### config.mk
export PLATFORM = sky130hd
export DESIGN_NAME = sat_counter
export DESIGN_NICKNAME = d
export VERILOG_FILES = /design/src/rtl/sat_counter.sv
export SDC_FILE = /design/constraint.sdc
export NUM_CORES = 1
export LEC_CHECK = 0
export ABC_AREA = 1
export CORE_AREA = 2 2 39 41
export DETAILED_ROUTE_END_ITERATION = 6
export DIE_AREA = 0 0 41 43
export PLACE_DENSITY = 0.69
export SLEW_MARGIN = 20
export SYNTH_ARGS = -nofsm -noshare
export SYNTH_HDL_FRONTEND = slang
export SYNTH_SLANG_ARGS = --single-unit
### constraint.sdc
create_clock -name clk -period 2.6 [get_ports clk]
set_clock_uncertainty 0.1 [all_clocks]
set_input_delay 0.39 -clock clk [delete_from_list [all_inputs] [get_ports clk]]
set_output_delay 0.39 -clock clk [all_outputs]
set_load 0.005 [all_outputs]
### src/rtl/sat_counter.sv
// Saturating up-counter with synchronous clear; clear takes priority over increment.
module sat_counter #(
  parameter int unsigned WIDTH = 8
) (
  input  logic             clk,
  input  logic             rst_n,
  input  logic             inc,
  input  logic             clr,
  output logic [WIDTH-1:0] q
);

  logic [WIDTH-1:0] cnt_q, cnt_d;

  always_comb begin
    cnt_d = cnt_q;
    if (clr) begin
      cnt_d = '0;
    end else if (inc && (cnt_q != '1)) begin
      cnt_d = cnt_q + WIDTH'(1);
    end
  end

  always_ff @(posedge clk or negedge rst_n) begin
    if (!rst_n) begin
      cnt_q <= '0;
    end else begin
      cnt_q <= cnt_d;
    end
  end

  assign q = cnt_q;

endmodule

==> metrics.yaml, run 1 <==
status: "finished, final reports clean"
grt_pass1_vias: 438
die_area_mm2: 0.00176
place_congestion: 0.829
cts_sinks: 8
clk_latency_ps: 240
cp_top_family: "buffers and inverters"
max_freq_mhz: 579
register_area_um2: 200
period_needed_ps: 1730
sequentialPowerShare_pct: 51.4
fillers: 143
internal_power_uw: 204
num_rows: 14
hpwl_um: 879
mappedNetlistNets: 79
slew_violations: 0
antenna_found_initial: 0
cts.repair.resized: 0
finalNetCount: 95
synth_area_um2: 512
period_share_pct: 66.5
finalWirelength_um: 1120
cp_cell_sequence: "clkdlybuf4s50_1"
io_buffer_count: 11
yosysWarnings: 0
p_leak_nw: 0.314
cp.arrival_ps: 1240
crit_fanout: 7
grt_max_degree: 9
dieWidth_um: 41
cap_violations: 0
critPathKind: "flop to output pin"
path_buf_inv: 1
cts_tree: "done"
vias: 502
final_common_cell: "nand2_1"
finalSetupViolCount: 0
cts_root_buf: "clkbuf_4"
pin_count: 12
fp.dieH_um: 43
required_ps: 2110
drive_gt1_share_pct: 11.4
initial_utilization_pct: 37.0
postRouteAntennaNets: 0
h-tree-depth: 1
hold_class: "input pin to async pin"
sw_frac_of_total_pct: 24.3
cts_made_buffers: 3
grt.total_usage_pct: 15.5
cp_num_cells: 1
cts_hold_buf: 0
clk_pin_slew_ps: 50
cts_setup_buffers: 0
hold_viol: 0
largest_reg_flops: 8
p_per_area_mw_per_mm2: 405
syn_area_per_cell_um2: 6.92
power_uw: 269
p_sw_uw: 65.3
worstSetupStartpointType: "flop"
multi_input_area_um2: 265
cpMaxStageDelayCell: "clkdlybuf4s50_1"
yosysUniqueCellTypes: 15
post_drt_wl_per_cell_um: 10.7
clock_path_buffers: 2
slew_headroom_pct: 75.7
rsz0062_at_grt: "no"
p_clk_share_pct: 33.2
critical_path.max_stage_delay_ps: 540
ys_ff_latch: 8
peakVddDrop_v: 0.000223
p_comb_share_pct: 15.4
grt_pass1_wl_um: 1880
tightest_slew_ps: 363
antenna_cells: 0
critical_path.endpoint_type: "output pin"
drtPass1Iterations: 4
grt.overflow.total: 0
fin_tns_setup_ps: 0
synth_cells: 74
reg2reg_depth: 7
yosysSeqAreaShare_pct: 39.1
core_mm2: 0.00138
drc_errors: 0
syn_to_final_growth_pct: 29.8
viasPerCell: 4.83
dr.first_iter.drc_count: 10
mostFrequentLayoutCells: "nand2_1, clkdlybuf4s50_1, inv_1, nand3_1, dfrtp_1"
[power by group through the flow]
stage	Clock, mW	Sequential, mW	Combinational, mW
6_report	0.0893	0.138	0.0416
5_1_grt	0.0983	0.139	0.0465
4_1_cts	0.0923	0.138	0.0420
3_5_place_dp	0	0.140	0.0418
3_3_place_gp	0	0.140	0.0425
2_1_floorplan	0	0.139	0.0187
[layout make-up]
class                      count  share of cell area (%)
sequential                     8                    30.1
timing repair buffer          11                    16.6
multi-input combinational     55                    39.9
inverter                      11                    6.97
clock buffer                   3                    3.39
tap                           16                    3.01
[stage by stage]
stage / instances / setup slack [ps] / area [um2] / utilization (%) / hold WS [ps]
after floorplan: 74 / 1230 / 512 / - / -5.59
after global placement: 101 / 911 / 642 / 46.4 / 442
after detailed placement: 101 / 927 / 642 / 46.4 / 445
after CTS: 104 / 868 / 664 / 48.0 / 326
after global routing: 104 / 803 / 664 / 48.0 / 345
final: 104 / 872 / 664 / 48.0 / 324
[cell families (layout without fill, tap and decap cells)]
| kind of cell | count (synthesis) | after routing | share of synthesized area [%] |
|---|---|---|---|
| DFF | 8 | 8 | 39.1 |
| adders and majority gates | 1 | 1 | 2.44 |
| and+or+nand+nor | 46 | 46 | 39.9 |
| buffers and inverters | 11 | 25 | 9.05 |
| AOI/OAI and AO/OA | 8 | 8 | 9.53 |
[cells in the mapped netlist]
| library cell | n | share of area (%) |
|---|---|---|
| nor2_2 | 2 | 2.4 |
| dfrtp_1 | 8 | 39 |
| clkinv_4 | 1 | 1.7 |
| nand2_1 | 25 | 18 |
| nor2_1 | 5 | 3.7 |
| nand3_1 | 9 | 8.8 |
| nand2_4 | 1 | 2.2 |
| a21oi_2 | 1 | 1.7 |
| nand2_2 | 2 | 2.4 |
| a21oi_1 | 4 | 3.9 |
| inv_1 | 10 | 7.3 |
| ha_1 | 1 | 2.4 |
| nor3_1 | 2 | 2.0 |
| o21ai_1 | 1 | 0.98 |
| o21bai_1 | 2 | 2.9 |
[routing by layer]
layer,GRT usage (%),vias up,part of all wire [%]
met5,0,-,0
met4,6.00,0,0
met3,1.57,0,4.6
met2,22.2,17,48
met1,23.4,224,47
li1,-,261,-
[worst paths after layout]
kind,startpoint,to,slack [ps]
worst max-delay path,q[5],q[5],870
worst min-delay path,rst_n,q[2],320
worst max register to register,q[1],q[7],1060
worst min register to register,q[3],q[3],460
max in group asynchronous,rst_n,q[6],1810
min in group clk,q[3],q[3],460
Power figures use the tool's default switching activity.
==> run 2: changes to the inputs <==
clock period = 1.6 ns   (was 2.6 ns; I/O delays follow)
==> metrics.yaml, run 2 (synthesis gave the netlist of run 1 again) <==
clk_latency_ps: 250
hold_slack_ps: 180
register_area_um2: 203
place_congestion: 0.876
setup_ws_ps: 54.1
vias: 516
stdcell_count: 105
postRouteAntennaNets: 0
die_area_mm2: 0.00176
clock_path_buffers: 2
largest_reg_flops: 8
fin_tns_setup_ps: 0
pin_count: 12
rsz0062_at_grt: "no"
drtPass1Iterations: 4
max_freq_mhz: 647
path_buf_inv: 1
io_buffer_count: 11
slew_violations: 0
grt.total_usage_pct: 15.1
period_needed_ps: 1550
cts_hold_buf: 0
peakVddDrop_v: 0.000386
cp.arrival_ps: 1210
status: "finished, final reports clean"
drive_gt1_share_pct: 15.7
power_uw: 456
syn_to_final_growth_pct: 32.5
slew_headroom_pct: 72.6
cts_root_buf: "clkbuf_4"
final_common_cell: "nand2_1"
clk_pin_slew_ps: 60
period_share_pct: 96.6
cp_cell_sequence: "clkdlybuf4s50_1"
cts_setup_buffers: 0
critPathKind: "flop to output pin"
multi_input_area_um2: 269
final_area_um2: 678
grt.overflow.total: 0
hold_class: "input pin to async pin"
finalWirelength_um: 1150
mostFrequentLayoutCells: "nand2_1, clkdlybuf4s50_1, inv_1, nand3_1, dfrtp_1"
cts_made_buffers: 3
p_per_area_mw_per_mm2: 673
drc_errors: 0
tightest_slew_ps: 410
crit_fanout: 7
num_rows: 14
hpwl_um: 845
initial_utilization_pct: 37.0
grt_pass1_vias: 414
dp_cells: 102
h-tree-depth: 1
placed_cell_area_um2: 649
finalSetupViolCount: 0
core_mm2: 0.00138
cts_sinks: 8
worstSetupStartpointType: "flop"
critical_path.max_stage_delay_ps: 520
fillers: 138
grt_max_degree: 9
cts_tree: "done"
dr.first_iter.drc_count: 8
viasPerCell: 4.91
post_drt_wl_per_cell_um: 10.9
cp_top_family: "buffers and inverters"
cap_violations: 0
antenna_cells: 0
finalNetCount: 96
antenna_found_initial: 0
required_ps: 1260
critical_path.endpoint_type: "output pin"
p_leak_nw: 0.316
cpMaxStageDelayCell: "clkdlybuf4s50_1"
grt_pass1_wl_um: 1770
place_ws_ps: 102
dieWidth_um: 41
fin_util_pct: 49.0
fp.dieH_um: 43
hold_viol: 0
-- run 2: cell types whose count changed in the layout (fill, tap and decap cells not counted) --
cell / previous run / this run
buf_4: 0 / 1
dfrtp_2: 0 / 2
a21oi_2: 1 / 2
dfrtp_1: 8 / 6
a21oi_1: 4 / 3
-- run 2: area by class of cell --
| type | count | share of cell area [%] |
|---|---|---|
| Clock buffer | 3 | 3.32 |
| Inverter | 11 | 6.83 |
| Multi-Input combinational cell | 55 | 39.7 |
| Sequential cell | 8 | 29.9 |
| Tap cell | 16 | 2.95 |
| Timing Repair Buffer | 12 | 17.3 |
-- run 2: worst paths after layout --
| check | startpoint | depth (start not counted) | to | slack, ps |
|---|---|---|---|---|
| min in group clk | q[4] | 2 | q[4] | 450 |
| max reg2reg | q[0] | 9 | q[3] | 140 |
| max | q[5] | 1 | q[5] | 50 |
| min | rst_n | 1 | q[1] | 180 |
| min reg2reg | q[4] | 2 | q[4] | 450 |
| max in group asynchronous | rst_n | 1 | q[2] | 910 |
-- run 2: worst reg2reg max path: stages (launching register included) --
cell and delay (ps):
dfrtp_1 420, ha_1 240, nand2_2 110, nor2_2 50
nand2_1 80, nand2_2 60, nand2_4 100, clkinv_4 80
nand2_1 60, nand2_1 50
-- run 2: timing repair --
item,4_1_cts,5_1_grt
hold endpoints to repair,0,0
resized for setup,0,3
setup endpoints to repair,0,4
-- run 2: power by group --
group | total [mW] | internal [mW] | switching, mW | leakage, nW
Sequential | 0.225 | 0.212 | 0.0132 | 0.105
Combinational | 0.0701 | 0.0363 | 0.0338 | 0.197
Clock | 0.161 | 0.0863 | 0.0747 | 0.0138
Total | 0.456 | 0.334 | 0.122 | 0.316
-- run 2: routing by layer --
layer	GRT usage [%]	vias to the layer above	share of wire [%]	routed length (um)
met2	20.6	7	48	553
met4	8.00	0	1.6	18
met1	20.5	239	46	531
met3	4.71	4	3.8	43
li1	-	266	-	-
met5	0	-	0	0
==> run 3: changes to the inputs <==
ABC_AREA = unset   (was 1)
CELL_PAD_IN_SITES_DETAIL_PLACEMENT = 0   (was unset)
CELL_PAD_IN_SITES_GLOBAL_PLACEMENT = 1   (was unset)
CORE_AREA = unset   (was 2 2 39 41)
CORE_UTILIZATION = 33   (was unset)
DIE_AREA = unset   (was 0 0 41 43)
PLACE_DENSITY = 0.78   (was 0.69)
==> metrics.yaml, run 3 <==
final_common_cell: "buf_4"
cts_made_buffers: 3
crit_fanout: 4
yosysUniqueCellTypes: 28
tightest_slew_ps: 384
cp_cell_sequence: "buf_6 -> clkdlybuf4s50_1"
synth_async_sr_flop_share_pct: 100
cts_root_buf: "clkbuf_4"
p_leak_nw: 0.345
grt_pass1_wl_um: 1870
cp-endpoint: "q[0]"
period_share_pct: 97.3
cp_num_cells: 2
cp-startpoint: "q[0]"
r2r-start: "q[1]"
postRouteAntennaNets: 0
cts_tree: "done"
placed_cell_area_um2: 667
synth_area_leaders: "dfrtp_1, mux2_2, nor3_1, nand2b_1, nor2b_1"
ys_ff_latch: 8
status: "finished, final reports clean"
slew_headroom_pct: 74.3
yosysTopAreaCell: "dfrtp_1"
clk_latency_ps: 250
largest_reg_flops: 8
synth_area_um2: 464
max_freq_mhz: 643
period_needed_ps: 1560
path_buf_inv: 2
drc_errors: 0
hold_viol: 0
hold_class: "input pin to async pin"
core_mm2: 0.00130
rsz0062_at_grt: "no"
yosysTopAreaCellShare_pct: 43.1
antenna_found_initial: 0
synth_common_cells: "dfrtp_1, nor3_1, a21oi_1, nand2b_1, nor2b_1"
ys.flop_type: "dfrtp_1"
cap_violations: 0
fp.dieH_um: 39.5
required_ps: 1260
clock_path_buffers: 2
cpMaxStageDelayCell: "clkdlybuf4s50_1"
drive_gt1_share_pct: 30.6
syn_to_final_growth_pct: 54.2
h-tree-depth: 1
drtPass1Iterations: 4
critical_path.max_stage_delay_ps: 490
antenna_cells: 0
pin_count: 12
syn_area_per_cell_um2: 9.47
grt.overflow.total: 0
initial_utilization_pct: 35.7
p_per_area_mw_per_mm2: 612
critical_path.endpoint_type: "output pin"
hpwl_um: 823
final_area_um2: 716
post_drt_wl_per_cell_um: 12.3
yosysSeqAreaShare_pct: 43.1
mappedNetlistNets: 54
slew_violations: 0
finalNetCount: 79
clk_pin_slew_ps: 60
mostFrequentLayoutCells: "buf_4, clkdlybuf4s50_1, dfrtp_1, nor3_1"
finalSetupViolCount: 0
worstSetupStartpointType: "flop"
reg2reg_depth: 4
grt.total_usage_pct: 18.8
num_rows: 13
fin_tns_setup_ps: 0
peakVddDrop_v: 0.000345
yosysMostFrequentCell: "dfrtp_1"
cts_sinks: 8
vias: 467
viasPerCell: 5.37
synth_edf_count: 0
finalWirelength_um: 1070
grt_pass1_vias: 431
yosysWarnings: 0
place_congestion: 0.794
dr.first_iter.drc_count: 13
cp_top_family: "buffers and inverters"
dieWidth_um: 39.5
rrSetupSlack_ps: 80
critPathKind: "flop to output pin"
die_area_mm2: 0.00156
synth_cells: 49
grt_max_degree: 10
cts_hold_buf: 0
io_buffer_count: 11
r2r_end: "q[0]"
cp.arrival_ps: 1220
-- run 3: per-stage QoR --
step                      total power [mW]  std cells  hold WS (ps)  util (%)  setup WS [ps]
after CTS                            0.439         86           184      53.0           5.73
after global routing                 0.465         87           213      55.0           3.99
after global placement               0.280         83           460      51.2          -41.0
after floorplan                      0.239         49          -156         -           45.6
after detailed placement             0.280         83           463      51.2          -98.1
final                                0.438         87           174      55.0           43.8
-- run 3: worst min-delay path by stage --
stage,end,slack [ps],cells after the start
after global placement,q[7],460,1
final,q[7],170,1
after CTS,q[7],180,1
after global routing,q[7],210,1
after floorplan,q[0],-160,0
after detailed placement,q[7],460,1
-- run 3: what timing repair did --
action / 4_1_cts / 5_1_grt
resized for setup: 0 / 8
setup buffers: 0 / 1
setup endpoints to repair: 0 / 7
-- run 3: power by group --
| group | internal (mW) | switching, mW | leakage [nW] |
|---|---|---|---|
| clock | 0.0859 | 0.0699 | 0.0138 |
| sequential | 0.207 | 0.00463 | 0.107 |
| combinational | 0.0423 | 0.0276 | 0.225 |
-- run 3: layer usage --
layer | vias to the layer above | global-route usage, % | wire length, um
met5 | - | 0 | 0
met4 | 0 | 10.3 | 9
met3 | 2 | 5.11 | 58
met2 | 15 | 29.5 | 500
met1 | 220 | 22.8 | 504
li1 | 230 | - | -
-- run 3: logic make-up (layout without fill, tap and decap cells) --
group / after synthesis / in the layout / share of synthesized area [%]
mux: 3 / 3 / 7.01
fa+ha+maj: 1 / 1 / 2.69
flops: 8 / 8 / 43.1
buf+inv: 4 / 27 / 3.50
simple gates: 24 / 24 / 31.0
compound gates: 9 / 9 / 12.7
-- run 3: area by class of cell --
class                      count  area [um2]
clock buffer                   3        22.5
inverter                       2        7.51
multi-input combinational     37         256
fill                         135         586
tap                           15        18.8
timing repair buffer          22         208
sequential                     8         203
-- run 3: worst register-to-register path: cells and delay by family (launching register included) --
family,cells,cell delay (ps)
DFF,1,400
muxes,1,350
adders and majority gates,1,200
and+or+nand+nor,1,200
AOI/OAI and AO/OA,1,160
